### src/rtl/muldiv_unit_pkg.sv
// muldiv_unit_pkg: operation codes, FSM states and op-class helpers for muldiv_unit.
package muldiv_unit_pkg;

   typedef enum logic [2:0] {
      MD_MUL   = 3'd0,
      MD_MULHU = 3'd1,
      MD_DIV   = 3'd2,
      MD_DIVU  = 3'd3,
      MD_REM   = 3'd4,
      MD_REMU  = 3'd5
   } md_op_t;

   typedef enum logic [1:0] {MD_IDLE, MD_CALC, MD_FIX} md_state_t;

   function automatic logic is_div_op(input logic [2:0] op);
      return op inside {MD_DIV, MD_DIVU, MD_REM, MD_REMU};
   endfunction

   function automatic logic is_signed_op(input logic [2:0] op);
      return op == MD_DIV || op == MD_REM;
   endfunction

endpackage

### src/rtl/muldiv_unit.sv
// muldiv_unit: iterative shift-add multiplier / restoring divider, one bit per cycle.
// Define MULDIV_EARLY_OUT_EN to finish a==0, b==0 and multiply-by-one in two cycles.
module muldiv_unit #(
   parameter int SIZE = 64
) (
   input  logic            clk,
   input  logic            rst_n,
   input  logic            start,
   input  logic [2:0]      op,
   input  logic [SIZE-1:0] a,
   input  logic [SIZE-1:0] b,
   output logic            busy,
   output logic            done,
   output logic [SIZE-1:0] result,
   output logic            div_by_zero
);
   import muldiv_unit_pkg::*;

   localparam int CW = $clog2(SIZE) + 1;

   md_state_t         state, state_nx;
   logic [2:0]        op_q;
   logic [2*SIZE-1:0] prod, prod_init, prod_step;
   logic [SIZE-1:0]   opnd, abs_a, abs_b, hi, lo, res_nx;
   logic [CW-1:0]     cnt;
   logic [SIZE:0]     x, y, sum;
   logic              neg_q, neg_r, bz, sa, sb, early, is_mul, sub, ok;

   assign sa    = is_signed_op(op) & a[SIZE-1];
   assign sb    = is_signed_op(op) & b[SIZE-1];
   assign abs_a = sa ? -a : a;
   assign abs_b = sb ? -b : b;

`ifdef MULDIV_EARLY_OUT_EN
   assign early = a == '0 || b == '0 || ((op == MD_MUL || op == MD_MULHU) && b == SIZE'(1));
`else
   assign early = 1'b0;
`endif

   // Early-out operands preload the final product/quotient image so FIX is shared.
   always_comb begin
      prod_init = is_div_op(op) ? {{SIZE{1'b0}}, abs_a} : {{SIZE{1'b0}}, b};
      if (early)
         prod_init = (is_div_op(op) && b == '0) ? {abs_a, {SIZE{1'b1}}} :
                     (a != '0 && b != '0)       ? {{SIZE{1'b0}}, a} : '0;
   end

   assign hi     = prod[2*SIZE-1:SIZE];
   assign lo     = prod[SIZE-1:0];
   assign is_mul = !is_div_op(op_q);
   assign sub    = !is_mul;
   assign x      = is_mul ? {1'b0, hi} : {hi, lo[SIZE-1]};
   assign y      = {1'b0, opnd};
   assign sum    = x + (y ^ {(SIZE+1){sub}}) + (SIZE+1)'(sub);
   // With a zero divisor the remainder never stays below it, so force the subtract path.
   assign ok     = !sum[SIZE] | bz;

   assign prod_step = is_mul ? (prod[0] ? {sum, lo[SIZE-1:1]} : {1'b0, hi, lo[SIZE-1:1]}) :
                      ok     ? {sum[SIZE-1:0], lo[SIZE-2:0], 1'b1} : {hi[SIZE-2:0], lo, 1'b0};

   always_comb begin
      res_nx = '0;
      case (op_q)
         MD_MUL:   res_nx = lo;
         MD_MULHU: res_nx = hi;
         MD_DIV:   res_nx = bz ? '1 : neg_q ? -lo : lo;
         MD_DIVU:  res_nx = bz ? '1 : lo;
         MD_REM:   res_nx = neg_r ? -hi : hi;
         MD_REMU:  res_nx = hi;
         default:  res_nx = '0;
      endcase
   end

   always_comb begin
      state_nx = (state == MD_IDLE) ? (start ? (early ? MD_FIX : MD_CALC) : MD_IDLE) :
                 (state == MD_CALC) ? ((cnt == CW'(SIZE-1)) ? MD_FIX : MD_CALC) : MD_IDLE;
   end

   always_ff @(posedge clk or negedge rst_n)
      if (!rst_n) state <= MD_IDLE;
      else        state <= state_nx;

   assign busy = state != MD_IDLE;

   always_ff @(posedge clk or negedge rst_n)
      if (!rst_n) begin
         op_q        <= '0;
         prod        <= '0;
         opnd        <= '0;
         cnt         <= '0;
         neg_q       <= 1'b0;
         neg_r       <= 1'b0;
         bz          <= 1'b0;
         done        <= 1'b0;
         result      <= '0;
         div_by_zero <= 1'b0;
      end else begin
         done <= state == MD_FIX;
         if (state == MD_IDLE && start) begin
            op_q  <= op;
            prod  <= prod_init;
            opnd  <= is_div_op(op) ? abs_b : a;
            cnt   <= '0;
            neg_q <= sa ^ sb;
            neg_r <= sa;
            bz    <= b == '0;
         end
         if (state == MD_CALC) begin
            prod <= prod_step;
            cnt  <= cnt + 1'b1;
         end
         if (state == MD_FIX) begin
            result      <= res_nx;
            div_by_zero <= bz & is_div_op(op_q);
         end
      end

endmodule
### config.mk
export PLATFORM = sky130hd
export DESIGN_NAME = muldiv_unit
export DESIGN_NICKNAME = d
export VERILOG_FILES = /design/src/rtl/muldiv_unit_pkg.sv /design/src/rtl/muldiv_unit.sv
export SDC_FILE = /design/constraint.sdc
export NUM_CORES = 1
export LEC_CHECK = 0
export ABC_CLOCK_PERIOD_IN_PS = 8550
export BUFFER_PORTS_ARGS = -buffer_cell sky130_fd_sc_hd__buf_2
export CORE_ASPECT_RATIO = 0.75
export CORE_MARGIN = 2
export CORE_UTILIZATION = 49
export DETAILED_ROUTE_END_ITERATION = 6
export PLACE_DENSITY = 0.65
export SETUP_SLACK_MARGIN = 0.15
export SYNTH_ARGS = -nofsm -noshare
export SYNTH_HDL_FRONTEND = slang
export SYNTH_SLANG_ARGS = --single-unit
### constraint.sdc
create_clock -name clk -period 8.55 [get_ports clk]
set_input_delay 2.565 -clock clk [delete_from_list [all_inputs] [get_ports clk]]
set_output_delay 2.565 -clock clk [all_outputs]
set_load 0.05 [all_outputs]
==> qor.txt <==
library cell used as clock root buffer: sky130_fd_sc_hd__clkbuf_16
placer's final routability congestion estimate: 1.08
result of the run: finished, violations left
global routing usage summed across all routing layers: 41.4%
routed vias: 29500
clock tree from TritonCTS: done
library cell occupying the most area in the post-synthesis netlist: sky130_fd_sc_hd__dfrtp_1
number of flops mapped to enable cells by yosys: 0
layout cells sized above 1: 11.1%
launching element of the worst setup path: op_q[1]
worst flop-to-flop path endpoint: prod[90]
RSZ-0062 raised after global routing: false
worst path arrival time: 6.83 ns
Yosys Warn Count: 0
clk sinks: 273
hold_ws: 0.460 ns
number of endpoints failing setup at the final stage: 0
count of cells along the worst register-to-register path: 16
utilization of the core after routing: 53.6%
via count of the first global-routing pass: 26600
highest clock frequency the design can meet: 155 MHz
post-synthesis cell count: 3640
category of the worst setup path capture point: flip-flop
core region area: 54200 µm²
initial standard-cell utilization of the core: 49.3%
Num CTS Buffers: 34
number of nets in the finished design: 3802
wire length of the first global-routing pass: 175 mm
initial antenna violation count: 5
average wire length per cell after detail routing: 27.3 µm
failing checks: DRC
number of optimization iterations in the first detailed-route pass: 7
mapped cell area: 26700 µm²
Post-synth ARST share: 100%
number of DRC violations after detailed-routing iteration 0: 4197
Setup crit end: prod[90]
post-synth cell types: 95
routed wire length: 119 mm
startpoint of the worst-slack reg-to-reg timing path: op_q[1]
post_cts resized: 0
Post-CTS Hold Buffers: 0
estimated wirelength of the detail-placed design: 88.6 mm
syn nets: 3843
number of max-cap violations: 0
endpoints failing hold: 0
num rows: 74
worst-path fanout max: 50
clock-pin slew on the worst setup and hold paths: 0.06 ns
fraction of the yosys area taken by sequential cells: 25.6%
transition time at the pin with the least slew margin: 1.20 ns
Max-Slew Margin vs Limit: 19.7%
Top-Level Pins: 201
CTS H-tree lvls: 2
via-per-instance ratio: 6.79
Setup CP Type: flip-flop to flip-flop
startpoint class of the critical path: flip-flop
post-CTS setup buffer count: 0
maximum clock insertion buffer count: 3
required time of the worst setup path: 8.95 ns
final cycle utilization of the critical path: 75.2%
Die Span Y: 206 µm
layout overhead on the synthesized area: 8.90%
number of flip-flops and latches in the synthesized netlist: 273
path class of the lowest-slack min-delay path: flip-flop to flip-flop
number of pins exceeding their max-slew limit in the final report: 0
number of design rule violations left after detail routing: 7
Die X-Extent: 273 µm
setup total negative slack: 0 ns
fraction of post-synthesis cell area in the top cell type by area: 25.6%
average instance area after synthesis: 7.33 µm²
cells taking the most area after synthesis: sky130_fd_sc_hd__dfrtp_1, sky130_fd_sc_hd__nand2_1, sky130_fd_sc_hd__o21ai_0, sky130_fd_sc_hd__xor2_1, sky130_fd_sc_hd__a21oi_1
remaining antenna violation count: 0
flip-flop cell with the highest count after synthesis: sky130_fd_sc_hd__dfrtp_1
minimum clock period: 6.43 ns
insertion delay of the later-clocked pin in the worst-skew pair: 0.61 ns
largest net degree at the start of global routing: 178
count of buffers from port buffering: 200
setup slack of the most critical reg-to-reg path: 2.12 ns
final worst clock skew: 0.0588 ns
area of the die: 56400 µm²
total overflow reported by the global router: 0
[worst max-delay path: stages (launching register included)]
cell,delay (ns)
sky130_fd_sc_hd__dfrtp_1,0.61
sky130_fd_sc_hd__inv_1,0.53
sky130_fd_sc_hd__nor2_1,0.18
sky130_fd_sc_hd__nor2_4,0.77
sky130_fd_sc_hd__o21ai_0,0.20
sky130_fd_sc_hd__ha_1,0.42
sky130_fd_sc_hd__a21oi_1,0.11
sky130_fd_sc_hd__nand3b_1,0.20
sky130_fd_sc_hd__a2111oi_0,0.72
sky130_fd_sc_hd__o311ai_1,0.35
sky130_fd_sc_hd__a31oi_1,0.43
sky130_fd_sc_hd__o211ai_1,0.25
sky130_fd_sc_hd__and3_1,0.29
sky130_fd_sc_hd__nor2_4,0.30
sky130_fd_sc_hd__buf_12,0.36
sky130_fd_sc_hd__mux2i_1,0.26
sky130_fd_sc_hd__o221ai_1,0.15
[layout by cell type (no fill, tap or decap), types with 14 or more instances in the layout]
cell type	n
sky130_fd_sc_hd__nand2_1	583
sky130_fd_sc_hd__o21ai_0	371
sky130_fd_sc_hd__a21oi_1	313
sky130_fd_sc_hd__dfrtp_1	272
sky130_fd_sc_hd__nor2_1	262
sky130_fd_sc_hd__buf_2	199
sky130_fd_sc_hd__xor2_1	181
sky130_fd_sc_hd__xnor2_1	123
sky130_fd_sc_hd__mux2i_1	108
sky130_fd_sc_hd__nor3_1	69
sky130_fd_sc_hd__ha_1	68
sky130_fd_sc_hd__a31oi_1	65
sky130_fd_sc_hd__or3_1	64
sky130_fd_sc_hd__o31ai_1	63
sky130_fd_sc_hd__buf_4	57
sky130_fd_sc_hd__nand3_1	55
sky130_fd_sc_hd__o221ai_1	54
sky130_fd_sc_hd__inv_1	49
sky130_fd_sc_hd__a211oi_1	46
sky130_fd_sc_hd__a221oi_1	41
sky130_fd_sc_hd__nand4_1	40
sky130_fd_sc_hd__clkbuf_16	35
sky130_fd_sc_hd__o211ai_1	34
sky130_fd_sc_hd__or4_1	32
sky130_fd_sc_hd__a22o_1	29
sky130_fd_sc_hd__a21o_1	26
sky130_fd_sc_hd__nor4_1	21
sky130_fd_sc_hd__and3_1	17
sky130_fd_sc_hd__nand2b_1	17
sky130_fd_sc_hd__o41ai_1	17
sky130_fd_sc_hd__o21a_1	17
sky130_fd_sc_hd__or2_2	14
[cell usage after synthesis, types with 11 or more instances]
| master | number |
|---|---|
| sky130_fd_sc_hd__o21ai_1 | 13 |
| sky130_fd_sc_hd__nor4_1 | 21 |
| sky130_fd_sc_hd__a31oi_1 | 65 |
| sky130_fd_sc_hd__o21bai_1 | 11 |
| sky130_fd_sc_hd__or3_1 | 64 |
| sky130_fd_sc_hd__a211oi_1 | 46 |
| sky130_fd_sc_hd__nand2_1 | 584 |
| sky130_fd_sc_hd__and3_1 | 17 |
| sky130_fd_sc_hd__inv_1 | 49 |
| sky130_fd_sc_hd__o22ai_1 | 12 |
| sky130_fd_sc_hd__nand2b_1 | 18 |
| sky130_fd_sc_hd__xnor2_1 | 124 |
| sky130_fd_sc_hd__a22o_1 | 29 |
| sky130_fd_sc_hd__mux2i_1 | 108 |
| sky130_fd_sc_hd__buf_2 | 14 |
| sky130_fd_sc_hd__a21oi_1 | 314 |
| sky130_fd_sc_hd__xor2_1 | 182 |
| sky130_fd_sc_hd__o221ai_1 | 54 |
| sky130_fd_sc_hd__nor2_1 | 267 |
| sky130_fd_sc_hd__o41ai_1 | 17 |
| sky130_fd_sc_hd__a221oi_1 | 41 |
| sky130_fd_sc_hd__nor3_1 | 72 |
| sky130_fd_sc_hd__o31ai_1 | 63 |
| sky130_fd_sc_hd__buf_1 | 27 |
| sky130_fd_sc_hd__or2_2 | 14 |
| sky130_fd_sc_hd__dfrtp_1 | 273 |
| sky130_fd_sc_hd__ha_1 | 68 |
| sky130_fd_sc_hd__nand4_1 | 40 |
| sky130_fd_sc_hd__o21a_1 | 17 |
| sky130_fd_sc_hd__clkbuf_1 | 290 |
| sky130_fd_sc_hd__or4_1 | 32 |
| sky130_fd_sc_hd__nand3_1 | 55 |
| sky130_fd_sc_hd__a21o_1 | 26 |
| sky130_fd_sc_hd__o211ai_1 | 34 |
| sky130_fd_sc_hd__o21ai_0 | 372 |
| sky130_fd_sc_hd__nor2b_1 | 14 |
[stage by stage]
stage / cells / setup slack [ns] / instance area (µm²)
floorplan: 3640 / 3.17 / 26700
global placement: 4285 / 2.42 / 27900
detailed placement: 4285 / 2.31 / 27900
CTS: 4346 / 2.31 / 29000
global route: 4347 / 1.58 / 29000
finish: 4350 / 2.12 / 29100
[kinds of logic (layout without fill, tap and decap cells)]
logic type | after synthesis | count (layout) | share of synthesized area (%)
simple gates | 1248 | 1248 | 21.4
flops | 273 | 273 | 25.6
compound gates | 1240 | 1240 | 29.7
other cells | 0 | 4 | 0
xor+xnor | 307 | 307 | 10.1
fa+ha+maj | 69 | 69 | 3.26
mux | 112 | 112 | 4.22
buf+inv | 391 | 375 | 5.69
[sequential cells by signal (all words and copies together), names as in the netlist]
name         count
neg_r            1
state            2
opnd            64
cnt              7
neg_q            1
prod           128
result          64
done             1
op_q             3
bz               1
div_by_zero      1
[how the worst min path moves through the flow]
stage | startpoint | slack, ns | end | cells after the start
after detailed placement | cnt[6] | 0.45 | state[1] | 1
after global placement | cnt[6] | 0.44 | state[1] | 1
final | cnt[6] | 0.46 | state[1] | 1
after CTS | cnt[6] | 0.45 | state[1] | 1
after floorplan | cnt[6] | 0.43 | state[1] | 1
after global routing | cnt[6] | 0.49 | state[1] | 1
[layer usage]
metal	share of wire [%]	track usage (%)	up-vias
met3	15	15.1	353
li1	-	-	13200
met5	0.15	2.72	-
met4	4.9	17.3	6
met1	42	57.7	14000
met2	39	56.7	1983
[area by class of cell]
| type | count | area (µm²) |
|---|---|---|
| well taps | 722 | 903 |
| repair buffers | 262 | 1540 |
| flip-flops and latches | 273 | 6830 |
| clock inverters | 21 | 211 |
| fillers | 5342 | 25100 |
| clock buffers | 40 | 925 |
| multi-input cells | 2976 | 18400 |
| diodes | 4 | 10.0 |
| inverters | 52 | 195 |
Power is not shown: default switching activity piles up to over one toggle a cycle in this logic, so the estimate is an artifact.
